`src/rtl/tlc_n_phase.sv`:
```
// ----------------------------------------------------------------------------
// light_package / tlc_n_phase
//
// N-phase traffic light controller. One phase is green at a time. Demanding
// phases are served round-robin, starting after the phase served last. Green
// ends on gap-out (own demand gone for GAP_CYCLES) or max-out (MAX_GREEN
// cycles once a conflicting demand has appeared). Every green is followed by
// YELLOW_CYCLES of yellow and at least ALLRED_CYCLES of all-red.
//
// Optional build macro: TLC_PREEMPT_EN
//   Adds preempt / preempt_phase. A preempt request forces the requested
//   phase to be served next. Yellow and all-red times are never shortened.
//
// Ports:
//   clk            in   rising-edge clock
//   reset          in   asynchronous, active-high reset
//   sensor         in   [N_PHASES] demand per phase
//   preempt        in   preemption request        (TLC_PREEMPT_EN only)
//   preempt_phase  in   phase to preempt to       (TLC_PREEMPT_EN only)
//   light          out  [N_PHASES] colors, one light per phase
//   cur_phase      out  phase currently or last served
// ----------------------------------------------------------------------------

package light_package;
    typedef enum logic [1:0] {
        red    = 2'd0,
        yellow = 2'd1,
        green  = 2'd2
    } colors;
endpackage

module tlc_n_phase
    import light_package::*;
#(
    parameter int unsigned N_PHASES      = 3,
    parameter int unsigned GAP_CYCLES    = 5,
    parameter int unsigned MAX_GREEN     = 10,
    parameter int unsigned YELLOW_CYCLES = 2,
    parameter int unsigned ALLRED_CYCLES = 1
) (
    input  logic                        clk,
    input  logic                        reset,
    input  logic [N_PHASES-1:0]         sensor,
`ifdef TLC_PREEMPT_EN
    input  logic                        preempt,
    input  logic [$clog2(N_PHASES)-1:0] preempt_phase,
`endif
    output colors                       light [N_PHASES],
    output logic [$clog2(N_PHASES)-1:0] cur_phase
);

    localparam int unsigned PW   = $clog2(N_PHASES);
    localparam int unsigned GW   = $clog2(GAP_CYCLES + 1);
    localparam int unsigned MW   = $clog2(MAX_GREEN + 1);
    localparam int unsigned TMAX = (YELLOW_CYCLES > ALLRED_CYCLES) ? YELLOW_CYCLES : ALLRED_CYCLES;
    localparam int unsigned TW   = $clog2(TMAX + 1);

    localparam logic [GW-1:0] GAP_LIM    = GW'(GAP_CYCLES);
    localparam logic [MW-1:0] MAX_LIM    = MW'(MAX_GREEN);
    localparam logic [PW-1:0] LAST_PHASE = PW'(N_PHASES - 1);

    typedef enum logic [1:0] {
        ALLRED = 2'd0,
        GREEN  = 2'd1,
        YELLOW = 2'd2
    } state_t;

    state_t          state, state_n;
    logic [PW-1:0]   phase_n;
    logic [GW-1:0]   gap_ctr, gap_n, next_gap;
    logic [MW-1:0]   max_ctr, max_n, next_max;
    logic [TW-1:0]   tmr, tmr_n;
    // Set by reset so the very first all-red needs no hold, whatever
    // ALLRED_CYCLES is; cleared by the first grant.
    logic            boot_hold, boot_n;

    logic            rr_found;
    logic [PW-1:0]   rr_grant;
    logic [PW-1:0]   rr_idx;
    logic [N_PHASES-1:0] others;
    logic            gap_inc, max_inc, hold_met;
    logic            preempt_other, preempt_own, preempt_grant;

    // Round-robin search: cur_phase+1, cur_phase+2, ... ending on cur_phase.
    always_comb begin
        rr_found = 1'b0;
        rr_grant = cur_phase;
        rr_idx   = cur_phase;
        for (int unsigned i = 1; i <= N_PHASES; i++) begin
            rr_idx = PW'((32'(cur_phase) + i) % N_PHASES);
            if (!rr_found && sensor[rr_idx]) begin
                rr_found = 1'b1;
                rr_grant = rr_idx;
            end
        end
    end

`ifdef TLC_PREEMPT_EN
    always_comb begin
        preempt_grant = preempt && (32'(preempt_phase) < N_PHASES);
        preempt_own   = preempt && (preempt_phase == cur_phase);
        preempt_other = preempt && (preempt_phase != cur_phase);
    end
`else
    always_comb begin
        preempt_grant = 1'b0;
        preempt_own   = 1'b0;
        preempt_other = 1'b0;
    end
`endif

    always_comb begin
        state_n  = state;
        phase_n  = cur_phase;
        gap_n    = gap_ctr;
        max_n    = max_ctr;
        tmr_n    = tmr;
        boot_n   = boot_hold;
        others   = sensor;
        others[cur_phase] = 1'b0;
        gap_inc  = 1'b0;
        max_inc  = 1'b0;
        next_gap = gap_ctr;
        next_max = max_ctr;
        hold_met = 1'b0;

        unique case (state)
            ALLRED: begin
                hold_met = boot_hold || ((32'(tmr) + 32'd1) >= ALLRED_CYCLES);
                if (!hold_met) begin
                    tmr_n = tmr + TW'(1);
                end else if (preempt_grant || rr_found) begin
`ifdef TLC_PREEMPT_EN
                    phase_n = preempt_grant ? preempt_phase : rr_grant;
`else
                    phase_n = rr_grant;
`endif
                    state_n = GREEN;
                    tmr_n   = '0;
                    gap_n   = '0;
                    max_n   = '0;
                    boot_n  = 1'b0;
                end
            end

            GREEN: begin
                // Both counters are sticky: once started they run to expiry.
                gap_inc  = !sensor[cur_phase] || (gap_ctr != '0);
                max_inc  = (|others) || (max_ctr != '0);
                next_gap = gap_ctr + GW'(gap_inc);
                next_max = preempt_own ? '0 : (max_ctr + MW'(max_inc));
                if ((next_gap == GAP_LIM) || (next_max == MAX_LIM) || preempt_other) begin
                    state_n = YELLOW;
                    gap_n   = '0;
                    max_n   = '0;
                    tmr_n   = '0;
                end else begin
                    gap_n   = next_gap;
                    max_n   = next_max;
                end
            end

            YELLOW: begin
                if ((32'(tmr) + 32'd1) == YELLOW_CYCLES) begin
                    state_n = ALLRED;
                    tmr_n   = '0;
                end else begin
                    tmr_n   = tmr + TW'(1);
                end
            end

            default: begin
                state_n = ALLRED;
                tmr_n   = '0;
            end
        endcase
    end

    always_ff @(posedge clk or posedge reset) begin
        if (reset) begin
            state     <= ALLRED;
            cur_phase <= LAST_PHASE;
            gap_ctr   <= '0;
            max_ctr   <= '0;
            tmr       <= '0;
            boot_hold <= 1'b1;
        end else begin
            state     <= state_n;
            cur_phase <= phase_n;
            gap_ctr   <= gap_n;
            max_ctr   <= max_n;
            tmr       <= tmr_n;
            boot_hold <= boot_n;
        end
    end

    // Moore decode: only the served phase can be non-red.
    always_comb begin
        for (int unsigned p = 0; p < N_PHASES; p++) begin
            light[p] = red;
            if (PW'(p) == cur_phase) begin
                if (state == GREEN) begin
                    light[p] = green;
                end else if (state == YELLOW) begin
                    light[p] = yellow;
                end
            end
        end
    end

endmodule

```
`config.mk`:
```
export PLATFORM = sky130hd
export DESIGN_NAME = tlc_n_phase
export DESIGN_NICKNAME = d
export VERILOG_FILES = /design/src/rtl/tlc_n_phase.sv
export SDC_FILE = /design/constraint.sdc
export NUM_CORES = 1
export LEC_CHECK = 0
export CAP_MARGIN = 20
export CELL_PAD_IN_SITES_DETAIL_PLACEMENT = 0
export CELL_PAD_IN_SITES_GLOBAL_PLACEMENT = 1
export CORE_AREA = 2 2 68 51
export CTS_CLUSTER_SIZE = 12
export DETAILED_ROUTE_END_ITERATION = 8
export DIE_AREA = 0 0 70 53
export PLACE_DENSITY_LB_ADDON = 0.1
export SKIP_LAST_GASP = 1
export SYNTH_ARGS = -nofsm -noshare
export SYNTH_HDL_FRONTEND = slang
export SYNTH_SLANG_ARGS = --single-unit
```
`constraint.sdc`:
```
create_clock -name clk -period 4.03 [get_ports clk]
set_input_delay 0.403 -clock clk [delete_from_list [all_inputs] [get_ports clk]]
set_output_delay 0.403 -clock clk [all_outputs]
set_load 0.1 [all_outputs]
```
==> results of run 1 <==
==> stage by stage <==
| step | hold WS, ns | utilization, % | setup slack (ns) | cell area (sq um) | instances |
|---|---|---|---|---|---|
| after CTS | 0.498 | 45.7 | 1.11 | 1380 | 184 |
| after global routing | 0.505 | 45.7 | 0.900 | 1380 | 184 |
| after detailed placement | 0.489 | 43.8 | 0.982 | 1320 | 180 |
| after global placement | 0.490 | 43.8 | 1.11 | 1320 | 180 |
| final | 0.496 | 45.7 | 1.13 | 1380 | 184 |
| after floorplan | 0.291 | - | 0.274 | 1160 | 132 |
==> metal layers <==
layer	GRT usage (%)	up-vias	share of wire, %
li1	-	495	-
met1	19.5	474	52
met2	25.9	18	44
met3	4.00	5	3.2
met4	3.85	0	0.68
met5	0	-	0
==> cell type report <==
class	count	area (sq um)	share of cell area, %
multi-input cells	101	747	54.2
clock buffers	4	55.1	3.99
inverters	15	56.3	4.08
flip-flops and latches	14	353	25.6
well taps	38	47.5	3.45
repair buffers	12	120	8.71
==> worst paths after layout <==
check                                     to  slack (ns)  cells past startpoint
worst min register to register     boot_hold        0.50                      1
worst max-delay path                light[1]        1.13                      5
min in group clk                   boot_hold        0.50                      1
max in group asynchronous       cur_phase[1]        3.15                      2
worst max register to register    max_ctr[3]        1.16                     12
worst min-delay path                state[0]        0.50                      2
==> cells by family after synthesis <==
kind of cell / synth area share (%)
fa+ha+maj: 16.1
flops: 30.3
simple gates: 22.1
buf+inv: 5.58
compound gates: 20.3
mux: 4.83
xor+xnor: 0.752
==> flip-flops by register name, summed over array words and instances (netlist names) <==
register and count:
gap_ctr 3, boot_hold 1, tmr 2, cur_phase 2, state 2, max_ctr 4
==> cells in the mapped netlist, drive strengths merged (2+ instances only) <==
library cell	number	share of area (%)
a21oi	2	0.86
nor3b	3	1.9
nor3	5	2.1
o21ai	5	2.1
nor2	8	2.6
a32o	2	1.7
mux2i	3	2.6
a21o	3	1.9
dfstp	2	4.5
a221oi	2	1.5
dfrtp	12	26
a22o	3	2.4
nand2b	2	1.1
o21bai	3	1.9
and2	8	4.3
nor2b	2	1.1
inv	15	4.8
a211o	2	1.7
nand2	14	4.5
nand3	3	1.3
mux2	2	2.3
ha	15	16
==> worst register-to-register path: cells and delay by family (launching register included) <==
family	cells	cell delay [ns]
buffers and inverters	1	0.14
and+or+nand+nor	5	0.84
DFF	1	0.45
adders and majority gates	2	0.46
AOI/OAI and AO/OA	4	0.89
==> flow_metrics.py, run 1 <==
metrics = {
    "run_status": {
        "outcome": "completed",
    },
    "worst_setup_path": {
        "critPathArrivalTime_ns": 2.50,
        "timing.critical_path.buf_inv": 3,
        "worst_setup_path_start_kind": "flip-flop",
        "crit_path_top_delay_cell": "clkdlybuf4s50_1",
        "critical_path.reg2reg.startpoint": "cur_phase[0]",
        "crit_path_max_incr_delay_ns": 1.16,
        "critical_path_fanout_max": 7,
        "critical_path_class": "reg2out",
        "timing.critical_path.required_ns": 3.63,
        "worstSetupStartpoint": "cur_phase[0]",
        "critical-path-top-delay-family": "buffers and inverters",
        "worstPathCellList": "inv_1 -> ha_1 -> inv_1 -> nor3_1 -> clkdlybuf4s50_1",
        "critPathMostFrequentCell": "inv_1",
        "worst_setup_path_end_kind": "output pin",
    },
    "timing": {
        "report.final.setup_viol": 0,
        "timing.final.hold_violations": 0,
        "worstMarginPinSlew_ns": 0.973,
        "final-max-slew-violation-count": 0,
        "timing.final.crit_period_ns": 2.90,
        "rsz0062_at_grt": "false",
        "share_of_the_clock_period_used_by_the_worst_path_after_layout_pct": 72.0,
        "tns_ns": 0,
        "slew_headroom_pct": 34.9,
        "fin_skew_ns": 0.00336,
        "maxClockFrequency_mhz": 345,
    },
    "global_routing": {
        "grt_max_degree": 15,
        "antenna_violations_before_repair": 0,
        "grt.overflow.total": 0,
        "via_count_of_the_first_global_routing_pass": 987,
        "grt_first_pass_wirelength_mm": 4.44,
        "gr-usage-all-layers_pct": 15.2,
    },
    "logic_synthesis": {
        "seq_area_frac_synth_pct": 30.3,
        "count_of_synthesis_stage_warnings_from_yosys": 0,
        "post_synth.cell_area_avg_sq_um": 8.82,
        "synth-async-reset-ratio_pct": 100,
        "yosys_register_bits": 14,
        "syn_area_sq_mm": 0.00116,
        "number_of_enable_type_register_cells_in_the_synthesized_netlist": 0,
        "synthesis.nets": 152,
        "ys_types": 41,
        "postSynth.topFlopCell": "dfrtp_1",
        "syn-instance-count": 132,
    },
    "cells_and_area": {
        "n_antenna_cell": 0,
        "finalNetCount": 167,
        "n_fill_cell": 288,
        "post_route_cells_drive_above_1_share_pct": 9.59,
        "final_cell_mix": "inv_1 (15), ha_1 (15), nand2_1 (14)",
        "synthToLayoutAreaGrowth_pct": 18.4,
    },
    "placement": {
        "port_buffers": 12,
        "hpwl_mm": 1.93,
        "gpl.final_weighted_congestion": 0.828,
    },
    "cts": {
        "clkSinkCount": 14,
        "tritoncts": "done",
        "number_of_buffers_added_for_setup_after_cts": 0,
        "cts_resized": 0,
        "post_cts_hold_buffer_count": 0,
        "worst_setup_hold_path_clk_slew_ns": 0.06,
        "insertion_delay_ns": 0.25,
        "cts_htree_levels": 1,
        "cts_root_buf": "clkbuf_8",
        "ctsLongestPathBuffers": 2,
        "cts_made_buffers": 3,
    },
    "flow_run": {
        "drv_cap": 0,
    },
    "detailed_routing": {
        "drcViolationCount": 0,
        "drt_pass1_iterations": 6,
        "detail-route-antenna-nets": 0,
        "drtIter0Drc": 60,
        "vias": 992,
        "routed_wire_length_per_instance_um": 13.6,
        "post_drt_via_cell_ratio": 5.39,
        "totalWireLength_mm": 2.51,
    },
    "die": {
        "fp.dieArea_sq_mm": 0.00371,
        "core_sq_mm": 0.00302,
        "start_util_pct": 38.6,
        "die_w_um": 70,
        "io_pins": 13,
        "dieHeight_um": 53,
        "rows": 17,
    },
    "min_path": {
        "min_path_type": "in2async",
    },
}
Power of run 1 is left out: the tool's default activity adds up to more than one toggle a clock period on the data nets, which glitch-free logic cannot reach.
==> inputs of run 2 (changes only) <==
Clock period 4.03 ns to 2.9 ns, I/O delays scaled along.
==> flow_metrics.py, run 2 (synthesis results as in run 1) <==
metrics = {
    "run_status": {
        "outcome": "completed",
    },
    "global_routing": {
        "grt.overflow.total": 0,
        "grt_first_pass_wirelength_mm": 4.66,
        "gr-usage-all-layers_pct": 16.2,
        "antenna_violations_before_repair": 0,
        "via_count_of_the_first_global_routing_pass": 989,
        "grt_max_degree": 15,
    },
    "worst_setup_path": {
        "worst_setup_path_start_kind": "flip-flop",
        "r2r_setup_slack_ns": 0.24,
        "critPathArrivalTime_ns": 2.79,
        "critical_path_fanout_max": 12,
        "setup.worst_path.end": "gap_ctr[0]",
        "worst_r2r_endpoint": "gap_ctr[0]",
        "reg2regPathDepth": 13,
        "timing.critical_path.required_ns": 3.03,
        "worstSetupStartpoint": "cur_phase[0]",
        "critical_path_class": "reg2reg",
        "critical_path.reg2reg.startpoint": "cur_phase[0]",
        "worst_setup_path_end_kind": "flip-flop",
    },
    "cts": {
        "cts_made_buffers": 3,
        "tritoncts": "done",
        "insertion_delay_ns": 0.24,
        "cts_root_buf": "clkbuf_8",
        "ctsLongestPathBuffers": 2,
        "post_cts_hold_buffer_count": 0,
        "worst_setup_hold_path_clk_slew_ns": 0.06,
        "clkSinkCount": 14,
        "cts_htree_levels": 1,
    },
    "timing": {
        "final-max-slew-violation-count": 0,
        "tns_ns": 0,
        "maxClockFrequency_mhz": 375,
        "fin_skew_ns": 0.00361,
        "timing.final.hold_violations": 0,
        "report.final.setup_viol": 0,
        "worstMarginPinSlew_ns": 0.603,
        "share_of_the_clock_period_used_by_the_worst_path_after_layout_pct": 91.9,
        "timing.final.crit_period_ns": 2.66,
        "rsz0062_at_grt": "false",
        "timing.hold.ws_ns": 0.395,
        "slew_headroom_pct": 59.8,
    },
    "die": {
        "fp.dieArea_sq_mm": 0.00371,
        "rows": 17,
        "dieHeight_um": 53,
        "core_sq_mm": 0.00302,
        "start_util_pct": 38.6,
        "io_pins": 13,
        "die_w_um": 70,
    },
    "detailed_routing": {
        "totalWireLength_mm": 2.67,
        "drt_pass1_iterations": 4,
        "vias": 983,
        "drtIter0Drc": 41,
        "routed_wire_length_per_instance_um": 14.3,
        "post_drt_via_cell_ratio": 5.26,
        "detail-route-antenna-nets": 0,
        "drcViolationCount": 0,
    },
    "placement": {
        "hpwl_mm": 2.12,
        "port_buffers": 12,
        "dpl.cell_count": 183,
        "gpl.final_weighted_congestion": 0.926,
    },
    "cells_and_area": {
        "finalNetCount": 170,
        "synthToLayoutAreaGrowth_pct": 19.4,
        "reg.largest.list": "max_ctr (4), gap_ctr (3)",
        "n_antenna_cell": 0,
        "post_layout_nonfiller_instances": 187,
        "final_cell_mix": "inv_1 (14), nand2_1 (14), ha_1 (14)",
        "registers.top_by_ff_count": "max_ctr",
        "largest_register_ffs": 4,
        "finish.utilization_pct": 46.1,
        "post_route_cells_drive_above_1_share_pct": 20.1,
    },
    "flow_run": {
        "drv_cap": 0,
    },
    "min_path": {
        "min_path_type": "in2async",
    },
}
## run 2: cell types whose count changed in the layout (fill, tap and decap cells not counted), moves of 2 or more
cell             change
clkdlybuf4s50_1      -8
buf_4               +11
nor3_1               -2
nor3_2               +2
## run 2: layout make-up
cell class                 count  area (sq um)
inverter                      15          56.3
timing repair buffer          15           123
multi-input combinational    101           766
sequential                    14           354
tap                           38          47.5
clock buffer                   4          45.0
fill                         301          1630
## run 2: critical path: stages, from the launching register on
cell and delay [ns]:
dfrtp_2 0.45, inv_1 0.12, ha_1 0.17, inv_1 0.08, a221oi_2 0.28, nand3_1 0.11, ha_1 0.20, and2_1 0.18
o21ai_0 0.19, a31oi_1 0.13, nand4_1 0.10, buf_4 0.18, nor3_1 0.06, a211o_2 0.31
## run 2: timing repair
| item | CTS | global route |
|---|---|---|
| buffers inserted | 0 | 0 |
| setup endpoints to repair | 0 | 2 |
| resized for setup | 0 | 3 |
## run 2: layer usage
layer  global-route usage (%)  vias up  wire length (um)
met5                        0        -                 0
met4                     5.13        0                 9
met3                     3.05        2               107
met2                     26.0       24              1110
met1                     22.2      459              1440
li1                         -      498                 -
## run 2: worst min path at each step
stage                   start         end  slack (ns)
finish                  reset  max_ctr[2]        0.40
global route            reset      tmr[1]        0.45
CTS                     reset  max_ctr[2]        0.42
detailed placement  boot_hold   boot_hold        0.48
global placement    boot_hold   boot_hold        0.48
floorplan               reset  gap_ctr[0]        0.18
## run 2: per-stage QoR
step / worst slack (ns) / cell area, sq um
finish: 0.235 / 1390
CTS: 0.156 / 1380
detailed placement: 0.164 / 1340
global placement: 0.252 / 1340
global route: 0.0542 / 1390
floorplan: 0.0406 / 1180
Power of run 2 is left out for the same reason.
==> inputs of run 3 (changes only) <==
Settings changed: PLACE_DENSITY set to 0.7, PLACE_DENSITY_LB_ADDON 0.1 to unset.
==> flow_metrics.py, run 3 (synthesis results as in run 1) <==
metrics = {
    "cts": {
        "post_cts_hold_buffer_count": 0,
        "worst_setup_hold_path_clk_slew_ns": 0.06,
        "cts_htree_levels": 1,
        "cts_made_buffers": 3,
        "tritoncts": "done",
        "insertion_delay_ns": 0.25,
        "clkSinkCount": 14,
        "cts_root_buf": "clkbuf_8",
        "ctsLongestPathBuffers": 2,
        "number_of_buffers_added_for_setup_after_cts": 0,
    },
    "detailed_routing": {
        "post_drt_via_cell_ratio": 5.34,
        "routed_wire_length_per_instance_um": 13.5,
        "drtIter0Drc": 76,
        "vias": 1004,
        "drcViolationCount": 0,
        "detail-route-antenna-nets": 0,
        "drt_pass1_iterations": 4,
        "totalWireLength_mm": 2.54,
    },
    "die": {
        "start_util_pct": 38.6,
        "dieHeight_um": 53,
        "core_sq_mm": 0.00302,
        "fp.dieArea_sq_mm": 0.00371,
        "io_pins": 13,
        "die_w_um": 70,
        "rows": 17,
    },
    "timing": {
        "fin_skew_ns": 0.00857,
        "worstMarginPinSlew_ns": 0.544,
        "timing.final.hold_violations": 0,
        "final-max-slew-violation-count": 0,
        "slew_headroom_pct": 63.7,
        "report.final.setup_viol": 0,
        "share_of_the_clock_period_used_by_the_worst_path_after_layout_pct": 91.5,
        "tns_ns": 0,
        "timing.final.crit_period_ns": 2.65,
        "maxClockFrequency_mhz": 377,
        "rsz0062_at_grt": "false",
    },
    "cells_and_area": {
        "reg.largest.list": "max_ctr (4), gap_ctr (3)",
        "finalNetCount": 171,
        "n_fill_cell": 292,
        "registers.top_by_ff_count": "max_ctr",
        "final_common_cell": "inv_1",
        "post_route_cells_drive_above_1_share_pct": 20.7,
        "n_antenna_cell": 0,
        "final_cell_mix": "inv_1 (15), nand2_1 (14), ha_1 (14)",
        "largest_register_ffs": 4,
        "synthToLayoutAreaGrowth_pct": 20.9,
    },
    "global_routing": {
        "grt_first_pass_wirelength_mm": 4.17,
        "gr-usage-all-layers_pct": 14.4,
        "antenna_violations_before_repair": 0,
        "via_count_of_the_first_global_routing_pass": 926,
        "grt.overflow.total": 0,
        "grt_max_degree": 15,
    },
    "flow_run": {
        "drv_cap": 0,
    },
    "placement": {
        "port_buffers": 12,
        "hpwl_mm": 2.02,
        "gpl.final_weighted_congestion": 0.866,
    },
    "worst_setup_path": {
        "critPathArrivalTime_ns": 2.78,
        "worst_setup_path_start_kind": "flip-flop",
        "critical_path_fanout_max": 8,
        "worst_setup_path_end_kind": "flip-flop",
        "timing.critical_path.required_ns": 3.03,
        "critical_path_class": "reg2reg",
    },
    "min_path": {
        "min_path_type": "in2async",
    },
    "run_status": {
        "outcome": "completed",
    },
}
==> run 3: final cells by class <==
class | count | area (sq um) | share of cell area [%]
clock buffers | 4 | 55.1 | 3.91
flip-flops and latches | 14 | 354 | 25.1
multi-input cells | 101 | 766 | 54.4
inverters | 15 | 56.3 | 4.00
repair buffers | 16 | 130 | 9.24
well taps | 38 | 47.5 | 3.37
==> run 3: critical path, stage by stage (launching register included) <==
cell	delay, ns
dfrtp_2	0.45
inv_1	0.12
ha_1	0.17
inv_1	0.07
a221oi_2	0.26
nand3_1	0.10
ha_1	0.20
and2_1	0.18
o21ai_0	0.17
a31oi_1	0.13
nand4_1	0.14
buf_4	0.17
nor3_1	0.06
a211o_2	0.30
==> run 3: what timing repair did <==
| action | in CTS | in global routing |
|---|---|---|
| gates resized for setup | 0 | 2 |
| endpoints found under the hold margin | 0 | 0 |
| endpoints found under the setup margin | 0 | 2 |
==> run 3: worst paths after layout <==
check | start | endpoint | slack (ns) | cells after the start
worst max-delay path | cur_phase[0] | max_ctr[3] | 0.25 | 13
worst min register to register | boot_hold | boot_hold | 0.49 | 1
min in group clk | boot_hold | boot_hold | 0.49 | 1
max in group asynchronous | reset | cur_phase[0] | 2.13 | 2
worst min-delay path | reset | gap_ctr[1] | 0.38 | 2
worst max register to register | cur_phase[0] | max_ctr[3] | 0.25 | 13
==> run 3: stage by stage <==
step / worst slack, ns / util (%) / cells / instance area, sq um / hold WS (ns)
2_1_floorplan: 0.0406 / - / 132 / 1180 / 0.178
3_3_place_gp: 0.273 / 44.5 / 184 / 1350 / 0.482
3_5_place_dp: 0.192 / 44.5 / 184 / 1350 / 0.485
4_1_cts: 0.162 / 46.4 / 188 / 1400 / 0.396
5_1_grt: 0.0405 / 46.6 / 188 / 1410 / 0.442
6_report: 0.245 / 46.6 / 188 / 1410 / 0.381
==> run 3: routing by layer <==
metal	global-route usage, %	up-vias	part of all wire (%)
li1	-	502	-
met1	20.7	488	53
met2	22.4	11	43
met3	3.62	3	3.0
met4	1.92	0	0.39
met5	0	-	0
Power of run 3 is left out for the same reason.
